[src/rtl/tart_readout_pkg.sv]
// ---------------------------------------------------------------------------
// tart_readout_pkg
// Shared definitions for the TX FIFO readout path. The readout top level and
// its word shifter import this package. The word-count default is also the
// fill threshold that the acquisition/SDRAM scheduler uses.
// Contents:
//   DEFAULT_DATA_WIDTH  - default TX FIFO word width (must be a multiple of 8)
//   DEFAULT_TOTAL_WORDS - words delivered before readout is complete
//   readout_state_e     - readout FSM states, with fixed 3-bit encodings
//   idx_width()         - width of a byte index for a given bytes-per-word
// ---------------------------------------------------------------------------
package tart_readout_pkg;

  localparam int          DEFAULT_DATA_WIDTH  = 24;
  localparam logic [21:0] DEFAULT_TOTAL_WORDS = 22'h1FFFFF;

  typedef enum logic [2:0] {
    IDLE      = 3'd0,
    WAIT_DATA = 3'd1,
    READ      = 3'd2,
    LATCH     = 3'd3,
    SEND      = 3'd4,
    DONE      = 3'd5
  } readout_state_e;

  // A one-byte word still needs a 1-bit index so that the vectors stay legal.
  function automatic int idx_width(input int n);
    return (n > 1) ? $clog2(n) : 1;
  endfunction

endpackage

[src/rtl/tart_word_shifter.sv]
// ---------------------------------------------------------------------------
// tart_word_shifter
// Parallel-load register that shifts left by 8. It presents one FIFO word as
// a byte stream, most significant byte first, and tracks which byte of the
// word is currently on the output.
// Ports:
//   clk, rst   - clock and synchronous active-high reset
//   load       - capture load_data and restart at byte 0
//   shift      - move to the next byte (ignored when load is high)
//   load_data  - FIFO word to capture
//   top_byte   - byte currently presented (top 8 bits of the register)
//   last_byte  - high while the final byte of the word is presented
// ---------------------------------------------------------------------------
module tart_word_shifter
  import tart_readout_pkg::*;
#(
  parameter int DATA_WIDTH     = DEFAULT_DATA_WIDTH,
  parameter int BYTES_PER_WORD = DATA_WIDTH / 8
) (
  input  logic                  clk,
  input  logic                  rst,
  input  logic                  load,
  input  logic                  shift,
  input  logic [DATA_WIDTH-1:0] load_data,
  output logic [7:0]            top_byte,
  output logic                  last_byte
);

  localparam int IDX_W = idx_width(BYTES_PER_WORD);

  logic [DATA_WIDTH-1:0] shreg_q, shreg_d;
  logic [IDX_W-1:0]      byte_idx_q, byte_idx_d;

  // Load has priority over shift, so a fresh word always starts at byte 0.
  always_comb begin
    shreg_d    = shreg_q;
    byte_idx_d = byte_idx_q;
    if (load) begin
      shreg_d    = load_data;
      byte_idx_d = '0;
    end else if (shift) begin
      shreg_d    = shreg_q << 8;
      byte_idx_d = byte_idx_q + 1'b1;
    end
  end

  // Register update. Reset clears the register, so the presented byte reads
  // 8'h00 until the first word is loaded.
  always_ff @(posedge clk) begin
    if (rst) begin
      shreg_q    <= '0;
      byte_idx_q <= '0;
    end else begin
      shreg_q    <= shreg_d;
      byte_idx_q <= byte_idx_d;
    end
  end

  assign top_byte  = shreg_q[DATA_WIDTH-1 -: 8];
  assign last_byte = (byte_idx_q == IDX_W'(BYTES_PER_WORD - 1));

endmodule

[src/rtl/tart_tx_readout.sv]
// ---------------------------------------------------------------------------
// tart_tx_readout
// Drains the baseband TX FIFO and hands each word to the SPI slave as a byte
// stream, using a valid/ack handshake. Readout starts once the scheduler
// reports that the first read is possible. The block then counts delivered
// words, stops after TOTAL_WORDS, and flags acks that arrive while no byte is
// offered.
// Ports:
//   bb_clk, rst              - clock and synchronous active-high reset
//   tx_ready_for_first_read  - scheduler level that enables readout (IDLE only)
//   tx_empty, tx_rd_en       - FIFO empty flag and one-cycle read strobe
//   tx_dout                  - FIFO data, valid the cycle after tx_rd_en
//   spi_byte, spi_byte_valid - byte offered to the SPI slave
//   spi_byte_ack             - SPI slave consumed spi_byte (one bb_clk pulse)
//   word_cnt                 - words fully delivered
//   readout_done             - all TOTAL_WORDS delivered
//   underrun                 - sticky; an ack arrived while no byte was valid
// ---------------------------------------------------------------------------
module tart_tx_readout
  import tart_readout_pkg::*;
#(
  parameter int          DATA_WIDTH     = DEFAULT_DATA_WIDTH,
  parameter int          BYTES_PER_WORD = DATA_WIDTH / 8,
  parameter logic [21:0] TOTAL_WORDS    = DEFAULT_TOTAL_WORDS
) (
  input  logic                  bb_clk,
  input  logic                  rst,
  input  logic                  tx_ready_for_first_read,
  input  logic                  tx_empty,
  output logic                  tx_rd_en,
  input  logic [DATA_WIDTH-1:0] tx_dout,
  output logic [7:0]            spi_byte,
  output logic                  spi_byte_valid,
  input  logic                  spi_byte_ack,
  output logic [21:0]           word_cnt,
  output logic                  readout_done,
  output logic                  underrun
);

  readout_state_e state_q, state_d;
  logic           rd_en_q, rd_en_d;
  logic           valid_q, valid_d;
  logic           done_q, done_d;
  logic           underrun_q, underrun_d;
  logic [21:0]    word_cnt_q, word_cnt_d;

  logic           load;
  logic           shift;
  logic           last_byte;
  logic [7:0]     top_byte;

  tart_word_shifter #(
    .DATA_WIDTH     (DATA_WIDTH),
    .BYTES_PER_WORD (BYTES_PER_WORD)
  ) u_shifter (
    .clk       (bb_clk),
    .rst       (rst),
    .load      (load),
    .shift     (shift),
    .load_data (tx_dout),
    .top_byte  (top_byte),
    .last_byte (last_byte)
  );

  // Next-state and counter logic. The strobe, valid and done flags come from
  // the next state, so each flop matches the state it belongs to.
  // An ack without a valid byte only sets underrun; it never moves the FSM.
  always_comb begin
    state_d    = state_q;
    word_cnt_d = word_cnt_q;
    underrun_d = underrun_q;
    load       = 1'b0;
    shift      = 1'b0;

    if (spi_byte_ack && !valid_q) begin
      underrun_d = 1'b1;
    end

    case (state_q)
      IDLE: begin
        if (tx_ready_for_first_read) begin
          state_d = WAIT_DATA;
        end
      end
      WAIT_DATA: begin
        if (!tx_empty) begin
          state_d = READ;
        end
      end
      READ: begin
        state_d = LATCH;
      end
      LATCH: begin
        load    = 1'b1;
        state_d = SEND;
      end
      SEND: begin
        if (spi_byte_ack) begin
          if (last_byte) begin
            word_cnt_d = word_cnt_q + 22'd1;
            state_d    = (word_cnt_d == TOTAL_WORDS) ? DONE : WAIT_DATA;
          end else begin
            shift = 1'b1;
          end
        end
      end
      DONE: begin
        state_d = DONE;
      end
      default: begin
        state_d = IDLE;
      end
    endcase

    rd_en_d = (state_d == READ);
    valid_d = (state_d == SEND);
    done_d  = (state_d == DONE);
  end

  // State and output registers. Reset abandons any partially sent word.
  always_ff @(posedge bb_clk) begin
    if (rst) begin
      state_q    <= IDLE;
      rd_en_q    <= 1'b0;
      valid_q    <= 1'b0;
      done_q     <= 1'b0;
      underrun_q <= 1'b0;
      word_cnt_q <= '0;
    end else begin
      state_q    <= state_d;
      rd_en_q    <= rd_en_d;
      valid_q    <= valid_d;
      done_q     <= done_d;
      underrun_q <= underrun_d;
      word_cnt_q <= word_cnt_d;
    end
  end

  assign tx_rd_en       = rd_en_q;
  assign spi_byte       = top_byte;
  assign spi_byte_valid = valid_q;
  assign word_cnt       = word_cnt_q;
  assign readout_done   = done_q;
  assign underrun       = underrun_q;

endmodule

[config.mk]
export PLATFORM = sky130hd
export DESIGN_NAME = tart_tx_readout
export DESIGN_NICKNAME = d
export VERILOG_FILES = /design/src/rtl/tart_readout_pkg.sv /design/src/rtl/tart_word_shifter.sv /design/src/rtl/tart_tx_readout.sv
export SDC_FILE = /design/constraint.sdc
export NUM_CORES = 1
export LEC_CHECK = 0
export CORE_MARGIN = 5
export CORE_UTILIZATION = 40
export DETAILED_ROUTE_END_ITERATION = 8
export PLACE_DENSITY = 0.68
export SKIP_LAST_GASP = 1
export SYNTH_ARGS = -nofsm -noshare
export SYNTH_HDL_FRONTEND = slang
export SYNTH_HIERARCHICAL = 1
export SYNTH_SLANG_ARGS = --single-unit
[constraint.sdc]
create_clock -name bb_clk -period 1.95 [get_ports bb_clk]
set_input_delay 0.2925 -clock bb_clk [delete_from_list [all_inputs] [get_ports bb_clk]]
set_output_delay 0.2925 -clock bb_clk [all_outputs]
set_load 0.02 [all_outputs]
==> results.toml <==
[run_status]
status = "complete, but fails checks"
violations = "setup timing"

[floorplanning]
ioPinCount = 63
floorplan.rows = 30
die_area_um2 = 8763
core-area_um2 = 6794
die_h_um = 93.61
initial_core_util = 0.4116
dieWidth_um = 93.61

[synthesis]
yosys_warnings = 6
synthArstFlopShare = 0
synthMuxAreaShare = 0.05727
syn_inst = 319
ys_seq_area_frac = 0.3937
synth_compound_area_frac = 0.1239
syn_nets = 352
yosys.area_share.simple = 0.2586
synth_fa_ha_area_frac = 0.01790
synth-xor-area-share = 0.07204
synth_cell_types = 50
ys_ff_latch = 55
synth_ff_type = "dfxtp_1"
avgSynthCellArea_um2 = 8.766
syn_area_um2 = 2796
synth_edf_count = 0
synth_top_family_by_area = "simple AND/OR/NAND/NOR gates"

[sta]
max_slew.worst_pin.slew_ns = 0.5432
hold_viol_final = 0
rsz0062_at_grt = "yes"
fmaxAchievable_mhz = 486.9
tns_ns = -0.1342
finalMaxSlewViolations = 0
slew_headroom = 0.6378
setup_ws_ns = -0.1039
fin_crit_ns = 2.054
setup_viol = 3
fin_crit_sh = 1.053
fin_skew_ns = 0.01059

[cts]
root_buffer = "clkbuf_8"
cts_num_sinks = 55
clkSlewWorstSetupHoldPaths_ns = 0.10
numCtsBuffers = 5
clock_latency_ns = 0.31
cts_max_path_buffers = 2
cts_max_level = 2
cts_tree = "done"
hold_buffers = 0

[finish]
antennaDiodeCount = 0
postLayoutCoreUtil = 0.5950
final_common_cell = "clkdlybuf4s50_1"
drive_gt1_frac = 0.2445
finalNonFillerCells = 505
most-common-layout-cells = "clkdlybuf4s50_1 (61), buf_4 (49), dfxtp_1 (40)"
fill_cells = 596
layout.nets = 441
syn_to_final_growth_pct = 44.56

[drt]
wl_per_cell_um = 14.68
wl_mm = 7.412
post-route-drc-count = 0
vias = 2598
drt_iter0_markers = 143
dr.pass1.iters = 4
via_per_inst = 5.145
final_antenna_net_count = 0

[global_route]
grtUsageMet2 = 0.2901
antenna_found_initial = 0
grt_overflow = 0
met1_usage = 0.2216
grt_pass1_wl_mm = 12.17
grt_max_degree = 53
grt-busiest-layer = "met2"
use_met3 = 0.03218
grt_pass1_vias = 2611
grtUsageTotal = 0.1737

[critical_path]
endpoint_kind = "flop"
r2r_start = "word_cnt[9]$_SDFFE_PP0P_"
cp.arrival_ns = 2.31
criticalPathCategory = "reg2reg"
critPathLaunchType = "flop"
worst-path-max-fanout = 2
reg2reg_slack_ns = -0.10
timing.rr.end = "spi_byte_valid$_SDFF_PP0_"
critPathRequiredTime_ns = 2.21
r2r_cells = 7

[power_and_ir_drop]
total_power_uw = 2069
ir_worst_vdd_mv = 0.3637
power_leakage_uw = 0.001371
power_density_nw_per_um2 = 511.9

[flow_run]
drv_cap = 0

[hold_path]
holdPathEnd = "underrun$_SDFFE_PP0P_"
min_from = "underrun$_SDFFE_PP0P_"
min_path_type = "reg2reg"
holdPathStages = 2

[place]
place.gp.congestion = 0.8538
portBuffers = 62
dp.cells = 491
hpwl_mm = 5.188
layer usage:
metal | vias to the layer above | routed length, um
met5 | - | 0
li1 | 1289 | -
met2 | 61 | 3522
met4 | 0 | 144
met3 | 13 | 386
met1 | 1235 | 3358
per-stage QoR:
step	cell area, um^2	setup slack (ns)	hold slack, ns
after floorplan	2873	-0.1648	0.4331
after global placement	3752	-0.1363	0.4597
after detailed placement	3752	-0.2203	0.4602
after CTS	3949	-0.1247	0.4913
after global routing	4043	-0.2322	0.5183
final	4043	-0.1039	0.4905
report_power, final:
group	leakage, uW	internal, uW	switching, uW
logic	0.000861	94.1	71.5
clock network	0.0000558	389	376
registers	0.000454	1130	9.80
total	0.00137	1610	457
registers in the layout (all words and copies together) (netlist names):
signal                flops
u_shifter/byte_idx_q      2
state_q                   3
readout_done              1
spi_byte_valid            1
word_cnt                 22
underrun                  1
tx_rd_en                  1
u_shifter/shreg_q        24
how the worst max path moves through the flow:
| stage | start | end | slack, ns | depth (start not counted) |
|---|---|---|---|---|
| final | word_cnt[9]$_SDFFE_PP0P_ | spi_byte_valid$_SDFF_PP0_ | -0.10 | 7 |
| after global placement | word_cnt[1]$_SDFFE_PP0P_ | spi_byte_valid$_SDFF_PP0_ | -0.14 | 8 |
| after CTS | word_cnt[12]$_SDFFE_PP0P_ | spi_byte_valid$_SDFF_PP0_ | -0.12 | 7 |
| after global routing | word_cnt[9]$_SDFFE_PP0P_ | spi_byte_valid$_SDFF_PP0_ | -0.23 | 7 |
| after floorplan | word_cnt[9]$_SDFFE_PP0P_ | spi_byte_valid$_SDFF_PP0_ | -0.16 | 8 |
| after detailed placement | word_cnt[1]$_SDFFE_PP0P_ | spi_byte_valid$_SDFF_PP0_ | -0.22 | 8 |
synth_stat cells (8+ instances only):
master	count	area [um^2]
nand2_1	21	78.83
a211oi_1	18	135.1
or3b_1	8	70.07
a21oi_1	13	65.06
xor2_1	9	78.83
nor2b_1	16	100.1
xnor2_1	14	122.6
nand3_1	9	45.04
nor2_1	31	116.4
mux2i_1	16	160.2
buf_4	9	67.56
dfxtp_1	55	1101
clkbuf_1	12	45.04
nand4_1	9	56.30
kinds of logic after synthesis:
group / count (synthesis)
AND/OR/NAND/NOR: 132
flip-flops: 55
AO/OA/AOI/OAI: 50
buffers and inverters: 39
XOR/XNOR: 23
multiplexers: 16
adder cells (fa/ha/maj): 4
timing repair:
action,CTS,global route
setup endpoints to repair,3,11
resized for setup,7,20
pin swaps,7,6
buffers inserted,6,2
critical path, stage by stage (launching register included):
cell and delay, ns:
dfxtp_4 0.35, nand4_1 0.13, or4_4 0.53, or4_4 0.42, a211oi_2 0.23, a31oi_2 0.15
inv_1 0.08, and2_1 0.11
area by class of cell:
cell class                 instances  area (um^2)  share of cell area
multi-input combinational        225         1618              0.4002
inverter                           8        30.03            0.007428
tap                               96        120.1             0.02971
sequential                        55         1140              0.2820
timing repair buffer             113         1023              0.2532
clock inverter                     2        38.79            0.009595
clock buffer                       6        72.57             0.01795
Power figures use the tool's default switching activity.
